[src/rtl/imem_loader.sv]
// Boot-time loader: turns a framed, checksummed byte stream into 32-bit
// instruction-memory writes and holds the core in stall until a valid program is in place.
module imem_loader #(
  parameter int MEM_BYTES = 76
) (
  input  logic        clk_i,
  input  logic        rst_ni,
  input  logic        start_i,
  input  logic [7:0]  byte_in_i,
  input  logic        byte_valid_i,
  output logic        byte_ready_o,
  output logic        mem_we_o,
  output logic [63:0] mem_addr_o,
  output logic [31:0] mem_wdata_o,
  output logic        busy_o,
  output logic        done_o,
  output logic        error_o,
  output logic [1:0]  err_code_o,
  output logic        core_hold_o
);

  localparam logic [31:0] MAX_WORDS = 32'(MEM_BYTES / 4);

  typedef enum logic [2:0] {
    S_IDLE, S_LEN_LO, S_LEN_HI, S_DATA, S_CSUM, S_DONE, S_ERR
  } state_e;

  state_e      state_q, state_d;
  logic [15:0] len_q, len_d;
  logic [15:0] word_cnt_q, word_cnt_d;
  logic [1:0]  byte_cnt_q, byte_cnt_d;
  logic [7:0]  csum_q, csum_d;
  logic [23:0] wbuf_q, wbuf_d;
  logic        mem_we_q, mem_we_d;
  logic [63:0] mem_addr_q, mem_addr_d;
  logic [31:0] mem_wdata_q, mem_wdata_d;
  logic [1:0]  err_code_q, err_code_d;
  logic        accept;
  logic [15:0] n_words;

  // done/error are sticky by construction: DONE and ERR are left only on an accepted start.
  assign byte_ready_o = (state_q == S_LEN_LO) || (state_q == S_LEN_HI) ||
                        (state_q == S_DATA)   || (state_q == S_CSUM);
  assign busy_o       = byte_ready_o;
  assign done_o       = (state_q == S_DONE);
  assign error_o      = (state_q == S_ERR);
  assign core_hold_o  = (state_q != S_DONE);
  assign err_code_o   = err_code_q;
  assign mem_we_o     = mem_we_q;
  assign mem_addr_o   = mem_addr_q;
  assign mem_wdata_o  = mem_wdata_q;

  assign accept  = byte_valid_i && byte_ready_o;
  assign n_words = {byte_in_i, len_q[7:0]};

  always_comb begin
    state_d     = state_q;
    len_d       = len_q;
    word_cnt_d  = word_cnt_q;
    byte_cnt_d  = byte_cnt_q;
    csum_d      = csum_q;
    wbuf_d      = wbuf_q;
    mem_we_d    = 1'b0;
    mem_addr_d  = mem_addr_q;
    mem_wdata_d = mem_wdata_q;
    err_code_d  = err_code_q;
    case (state_q)
      S_IDLE, S_DONE, S_ERR: begin
        if (start_i) begin
          state_d    = S_LEN_LO;
          err_code_d = 2'b00;
          word_cnt_d = '0;
          byte_cnt_d = '0;
          csum_d     = '0;
        end
      end
      S_LEN_LO: begin
        if (accept) begin
          len_d[7:0] = byte_in_i;
          state_d    = S_LEN_HI;
        end
      end
      S_LEN_HI: begin
        if (accept) begin
          len_d[15:8] = byte_in_i;
          if ({16'd0, n_words} > MAX_WORDS) begin
            state_d    = S_ERR;
            err_code_d = 2'b01;
          end else if (n_words == 16'd0) begin
            state_d = S_CSUM;
          end else begin
            state_d = S_DATA;
          end
        end
      end
      S_DATA: begin
        if (accept) begin
          csum_d     = csum_q ^ byte_in_i;
          byte_cnt_d = byte_cnt_q + 2'd1;
          case (byte_cnt_q)
            2'd0: wbuf_d[7:0]   = byte_in_i;
            2'd1: wbuf_d[15:8]  = byte_in_i;
            2'd2: wbuf_d[23:16] = byte_in_i;
            default: begin
              // Fourth byte completes the word; it goes straight to the write register.
              mem_we_d    = 1'b1;
              mem_addr_d  = {46'd0, word_cnt_q, 2'b00};
              mem_wdata_d = {byte_in_i, wbuf_q};
              word_cnt_d  = word_cnt_q + 16'd1;
              if (word_cnt_q == len_q - 16'd1) state_d = S_CSUM;
            end
          endcase
        end
      end
      S_CSUM: begin
        if (accept) begin
          if (byte_in_i == csum_q) begin
            state_d = S_DONE;
          end else begin
            state_d    = S_ERR;
            err_code_d = 2'b10;
          end
        end
      end
      default: state_d = S_IDLE;
    endcase
  end

  always_ff @(posedge clk_i or negedge rst_ni) begin
    if (!rst_ni) begin
      state_q     <= S_IDLE;
      len_q       <= '0;
      word_cnt_q  <= '0;
      byte_cnt_q  <= '0;
      csum_q      <= '0;
      wbuf_q      <= '0;
      mem_we_q    <= 1'b0;
      mem_addr_q  <= '0;
      mem_wdata_q <= '0;
      err_code_q  <= 2'b00;
    end else begin
      state_q     <= state_d;
      len_q       <= len_d;
      word_cnt_q  <= word_cnt_d;
      byte_cnt_q  <= byte_cnt_d;
      csum_q      <= csum_d;
      wbuf_q      <= wbuf_d;
      mem_we_q    <= mem_we_d;
      mem_addr_q  <= mem_addr_d;
      mem_wdata_q <= mem_wdata_d;
      err_code_q  <= err_code_d;
    end
  end

endmodule

[config.mk]
export PLATFORM = sky130hd
export DESIGN_NAME = imem_loader
export DESIGN_NICKNAME = d
export VERILOG_FILES = /design/src/rtl/imem_loader.sv
export SDC_FILE = /design/constraint.sdc
export NUM_CORES = 1
export LEC_CHECK = 0
export BUFFER_PORTS_ARGS = -buffer_cell sky130_fd_sc_hd__clkbuf_2
export CAP_MARGIN = 20
export CORE_ASPECT_RATIO = 2
export CORE_MARGIN = 3
export CORE_UTILIZATION = 60
export DETAILED_ROUTE_END_ITERATION = 6
export GPL_TIMING_DRIVEN = 0
export PLACE_DENSITY = 0.85
export SKIP_CTS_REPAIR_TIMING = 1
export SYNTH_ARGS = -nofsm -noshare
export SYNTH_HDL_FRONTEND = slang
export SYNTH_SLANG_ARGS = --single-unit
[constraint.sdc]
create_clock -name clk_i -period 5.8 [get_ports clk_i]
set_input_delay 1.45 -clock clk_i [delete_from_list [all_inputs] [get_ports clk_i]]
set_output_delay 1.45 -clock clk_i [all_outputs]
set_load 0.01 [all_outputs]
Yosys cells after proc, flatten, opt, wreduce, memory -nomap -nowiden --
Cells that the tools add are included.
Word-level totals: RAM bits 0, input bits 12, memories kept 0, register bits after elaboration 120, latch bits 0, memory bits (read-only) 0
Operators by class: div/mod/pow operators 0, $mul 0, equal/unequal tests 20, mux-type cells 29, bitwise operators 2, reductions and logical operators 21, shift-type cells 0, order comparisons 1, add/subtract/negate cells 3
Operators by type and width (count):
- two-way mux 16 bit | 3
- one-hot mux 16 bit (2 select lines) | 1
- two-way mux 3 bit | 9
- adder 16 x 1 -> 16 bit, second input constant | 1
- equality test 16 bit | 1
- > comparator 16 x 5 -> 1 bit, second input constant | 1
- zero test 16 bit | 1
- two-way mux 8 bit | 2
- one-hot mux 8 bit (2 select lines) | 1
- subtractor 16 x 1 -> 16 bit, second input constant | 1
- one-hot mux 3 bit (5 select lines) | 1
- AND reduction 3 bit | 5
- two-way mux 2 bit | 7
- inequality test 2 bit, second input constant | 7
- equality test 3 bit, second input constant | 3
- equality test 8 bit | 1
- bitwise XOR 8 bit | 1
- AND reduction 7 bit | 1
- equality test 3 x 2 -> 1 bit, second input constant | 2
- one-hot mux 2 bit (3 select lines) | 1
- AND reduction 6 bit | 1
- OR reduction 3 bit | 2
- inequality test 2 x 1 -> 1 bit, second input constant | 2
- one-hot mux 2 bit (2 select lines) | 1
- other kinds (15) | 20

Depth between registers and ports, before layout --
depth in word-level cells 7, depth in mapped cells 9

Worst setup path before layout --
Ideal clock, no wire load.
path type input to register, from in byte_valid_i, to reg word_cnt_q[14], data required time 5.722 ns, stages 9, setup time 0.078 ns, setup slack 2.542 ns, arrival time 3.180 ns, path buffers 1, cell sequence clkbuf_1 inv_1 nor2_2 nand2_2 inv_2 o211a_1 nand2_1 or3_1 a21oi_1
On the way: longest elaborated chain between the ends 3
Ends and longest elaborated chain:
- from (decl) | line 10 | input logic byte_valid_i,
- logical AND 1 bit | line 53 | assign accept = byte_valid_i && byte_ready_o;
- inequality test 2 bit (no line)
- AND reduction 4 bit (no line)
- to (signal assigned) | line 144 | word_cnt_q <= word_cnt_d;
- to (decl) | line 30 | logic [15:0] word_cnt_q, word_cnt_d;
No other way between the ends. A chain may end at the register's enable or synchronous reset.

Worst setup path in the final report --
from in byte_valid_i, to reg mem_wdata_q[23], in the netlist mem_wdata_o[23]
On the way: longest elaborated chain between the ends 2
Ends and longest elaborated chain:
- logical AND 1 bit | line 53
- AND reduction 3 bit (no line)
- to (signal assigned) | line 150 | mem_wdata_q <= mem_wdata_d;
- to (decl) | line 36 | logic [31:0] mem_wdata_q, mem_wdata_d;
No other way between the ends.

==> run_results.csv <==
group,metric,value,unit
layout,nNetsFinal,803,
logic_synthesis,synth_common_cells,"nand2_1 (177), dfrtp_1 (120), buf_4 (49)",
logic_synthesis,yosysUniqueCellTypes,57,
detailed_routing,wl,14950,um
hold_path,hp-class,"reg -> reg",
layout,drive_gt1_frac,0.2444,
timing,period_minus_slack,3.651,ns
timing,drv_slew,0,
floorplan,core_area,9891,sq um
grt,grt_remaining_overflow,0,
timing,setup_tns,0,ns
worst_setup_path,crit_type,"in -> reg",
grt,grt_pass1_vias,5074,
placed_design,place_hpwl,10580,um
clocking,cts.sinks,120,
power_and_ir_drop,vdd_drop_max,0.0003019,V
hold_path,whs_path_depth,2,
hold_path,min_to,"mem_wdata_o[6]",
worst_setup_path,cp_max_fo,10,
logic_synthesis,yosysWarnings,0,
detailed_routing,via_per_inst,5.366,
logic_synthesis,synth_ff_type,"dfrtp_1",
power_and_ir_drop,leakage,3.792,nW
floorplan,dieArea,11660,sq um
logic_synthesis,netlist_instances,658,
layout,nFillCells,699,
power_and_ir_drop,power.density,446.2,nW/um^2
timing,holdWs,0.4642,ns
grt,grt_pass1_wl,24270,um
detailed_routing,routedWlPerCell,16.07,um
status,outcome,"finished clean",
logic_synthesis,async_flop_share,1.000,
timing,timing.fmax,273.9,MHz
timing,fin_crit_sh,0.6295,
detailed_routing,vias,4990,
timing,setup_violations,0,
worst_setup_path,crit_required,6.16,ns
timing,worst_slew_pin_slew,0.9704,ns
worst_setup_path,end_kind,"flop",
grt,antenna_found_initial,0,
layout,n_antenna_cell,0,
clocking,cts_tree,"done",
worst_setup_path,r2r_start,"state_q[2]",
logic_synthesis,yosysSeqAreaShare,0.4843,
grt,grt_start_max_net_pins,121,
worst_setup_path,r2r_cells,8,
clocking,cts_buffers,17,
logic_synthesis,synth_area,6201,sq um
floorplan,die_h,149.8,um
worst_setup_path,worstPathArrival,4.01,ns
worst_setup_path,reg2reg_to,"mem_wdata_o[23]",
floorplan,io_pins,116,
detailed_routing,drt_iter0_markers,282,
detailed_routing,drcViolationCount,0,
grt,grt_use_total,0.2699,
floorplan,fp-row-count,51,
layout,area_growth,19.59,%
worst_setup_path,critPathLaunchType,"input pin",
placed_design,gp_congestion,0.8827,
logic_synthesis,synth_edf_count,0,
logic_synthesis,synth_most_common_cell,"nand2_1",
clocking,cts_max_level,4,
hold_path,min_from,"wbuf_q[6]",
job,maxCapViolCount,0,
logic_synthesis,synth.area.top_cells,"dfrtp_1 (48%), nand2_1 (11%), mux2_2 (7.1%)",
clocking,cts-root-buf,"clkbuf_16",
detailed_routing,drtAntennaViolNets,0,
timing,rsz0062_at_grt,"false",
timing,fin_skew,0.009431,ns
clocking,cts_buffer_depth,2,
detailed_routing,drtPass1Iterations,5,
logic_synthesis,synth_top_area_share,0.4843,
timing,maxSlewHeadroom,0.3530,
logic_synthesis,synth.avg_cell_area,9.424,sq um
placed_design,numPortBuffers,60,
clocking,clk_pin_slew,0.06,ns
clocking,clk_latency,0.42,ns
timing,hold_violations,0,
logic_synthesis,synth-seq-cells,120,
floorplan,fp.dieW,77.89,um
worst_setup_path,r2r_setup_slack,2.87,ns
logic_synthesis,yosysTopAreaCell,"dfrtp_1",
floorplan,start_util,0.6269,
==> layer usage <==
metal / global-route usage / routed length [um] / part of all wire / vias to the layer above
met5: 0 / 0 / 0 / -
met4: 0.1578 / 600 / 0.040 / 0
met3: 0.05602 / 738 / 0.049 / 46
met2: 0.4974 / 8290 / 0.55 / 184
met1: 0.2742 / 5316 / 0.36 / 2393
li1: - / - / - / 2367
==> critical path, stage by stage <==
cell and delay [ns]:
clkbuf_1 0.36, inv_1 0.22, nor2_2 0.38, nand2_2 0.25, inv_2 0.20, clkbuf_1 0.48
buf_1 0.42, nand2_1 0.13, nand2_1 0.10
==> where the power goes <==
| part | internal, mW | switching, mW |
|---|---|---|
| logic | 0.477 | 0.589 |
| registers | 1.06 | 0.180 |
| clock network | 0.564 | 0.436 |
| total | 2.10 | 1.20 |
==> metrics by stage <==
step	cells	setup slack, ns	cell area [sq um]	power (mW)	utilization
3_3_place_gp	897	1.622	6843	2.244	0.6918
4_1_cts	930	2.176	7416	3.308	0.7498
3_5_place_dp	898	1.784	6857	2.297	0.6932
6_report	930	2.149	7416	3.309	0.7498
5_1_grt	930	1.905	7416	3.480	0.7498
2_1_floorplan	705	2.542	6377	2.003	-
==> cells by family after synthesis <==
| kind of cell | Yosys count | share of synthesized area |
|---|---|---|
| simple gates | 283 | 0.2137 |
| flops | 120 | 0.4843 |
| buf+inv | 92 | 0.08737 |
| compound gates | 82 | 0.08071 |
| mux | 44 | 0.07889 |
| xor+xnor | 30 | 0.04237 |
| fa+ha+maj | 6 | 0.01211 |
| other cells | 1 | 0.0006047 |
==> worst max-delay path by stage <==
stage	startpoint	to	cells after the start	slack, ns
floorplan	byte_valid_i	word_cnt_q[14]	9	2.54
global placement	rst_ni	mem_wdata_o[20]	1	1.62
detailed placement	byte_valid_i	mem_wdata_o[24]	9	1.78
CTS	byte_valid_i	mem_wdata_o[23]	9	2.18
global route	byte_valid_i	mem_wdata_o[26]	9	1.90
finish	byte_valid_i	mem_wdata_o[23]	9	2.15
==> flip-flops by register name, indices dropped and copies added (netlist names) <==
register and flops:
mem_addr_o 16, len_q 16, mem_we_o 1, err_code_o 2, wbuf_q 24, state_q 3, word_cnt_q 16, csum_q 8
mem_wdata_o 32, byte_cnt_q 2
==> layout by cell type (no fill, tap or decap), types with 4 or more instances in the layout <==
master     netlist  routed
buf_4           49      49
clkbuf_2         1      60
o21ai_0         32      32
mux2_2          39      39
ha_1             6       6
inv_1           10      10
inv_8            0       4
clkbuf_1        24      24
nand3b_1         8       8
conb_1           1      48
dfrtp_1        120     120
mux2i_1          5       5
inv_6            0       6
nand2_1        177     177
nor3_1          12      12
clkbuf_16        0      17
buf_2            3       4
nand4_1          5       5
or3_1           10      10
nand3_1          6       6
nor2b_1         16      16
nor2_1          22      22
a21oi_1         20      20
xnor2_1         15      15
xor2_1          15      15
nor4_1           6       6
a31oi_1          4       4
==> cell type report <==
type / count / area [sq um] / area share
buffer: 81 / 500.5 / 0.06749
clock buffer: 17 / 425.4 / 0.05736
clock inverter: 15 / 133.9 / 0.01805
inverter: 11 / 41.29 / 0.005568
multi-input combinational: 493 / 2833 / 0.3820
sequential: 120 / 3003 / 0.4049
tap: 132 / 165.2 / 0.02227
timing repair buffer: 61 / 314.1 / 0.04235
Note: power is estimated with default switching activity, not from simulation.
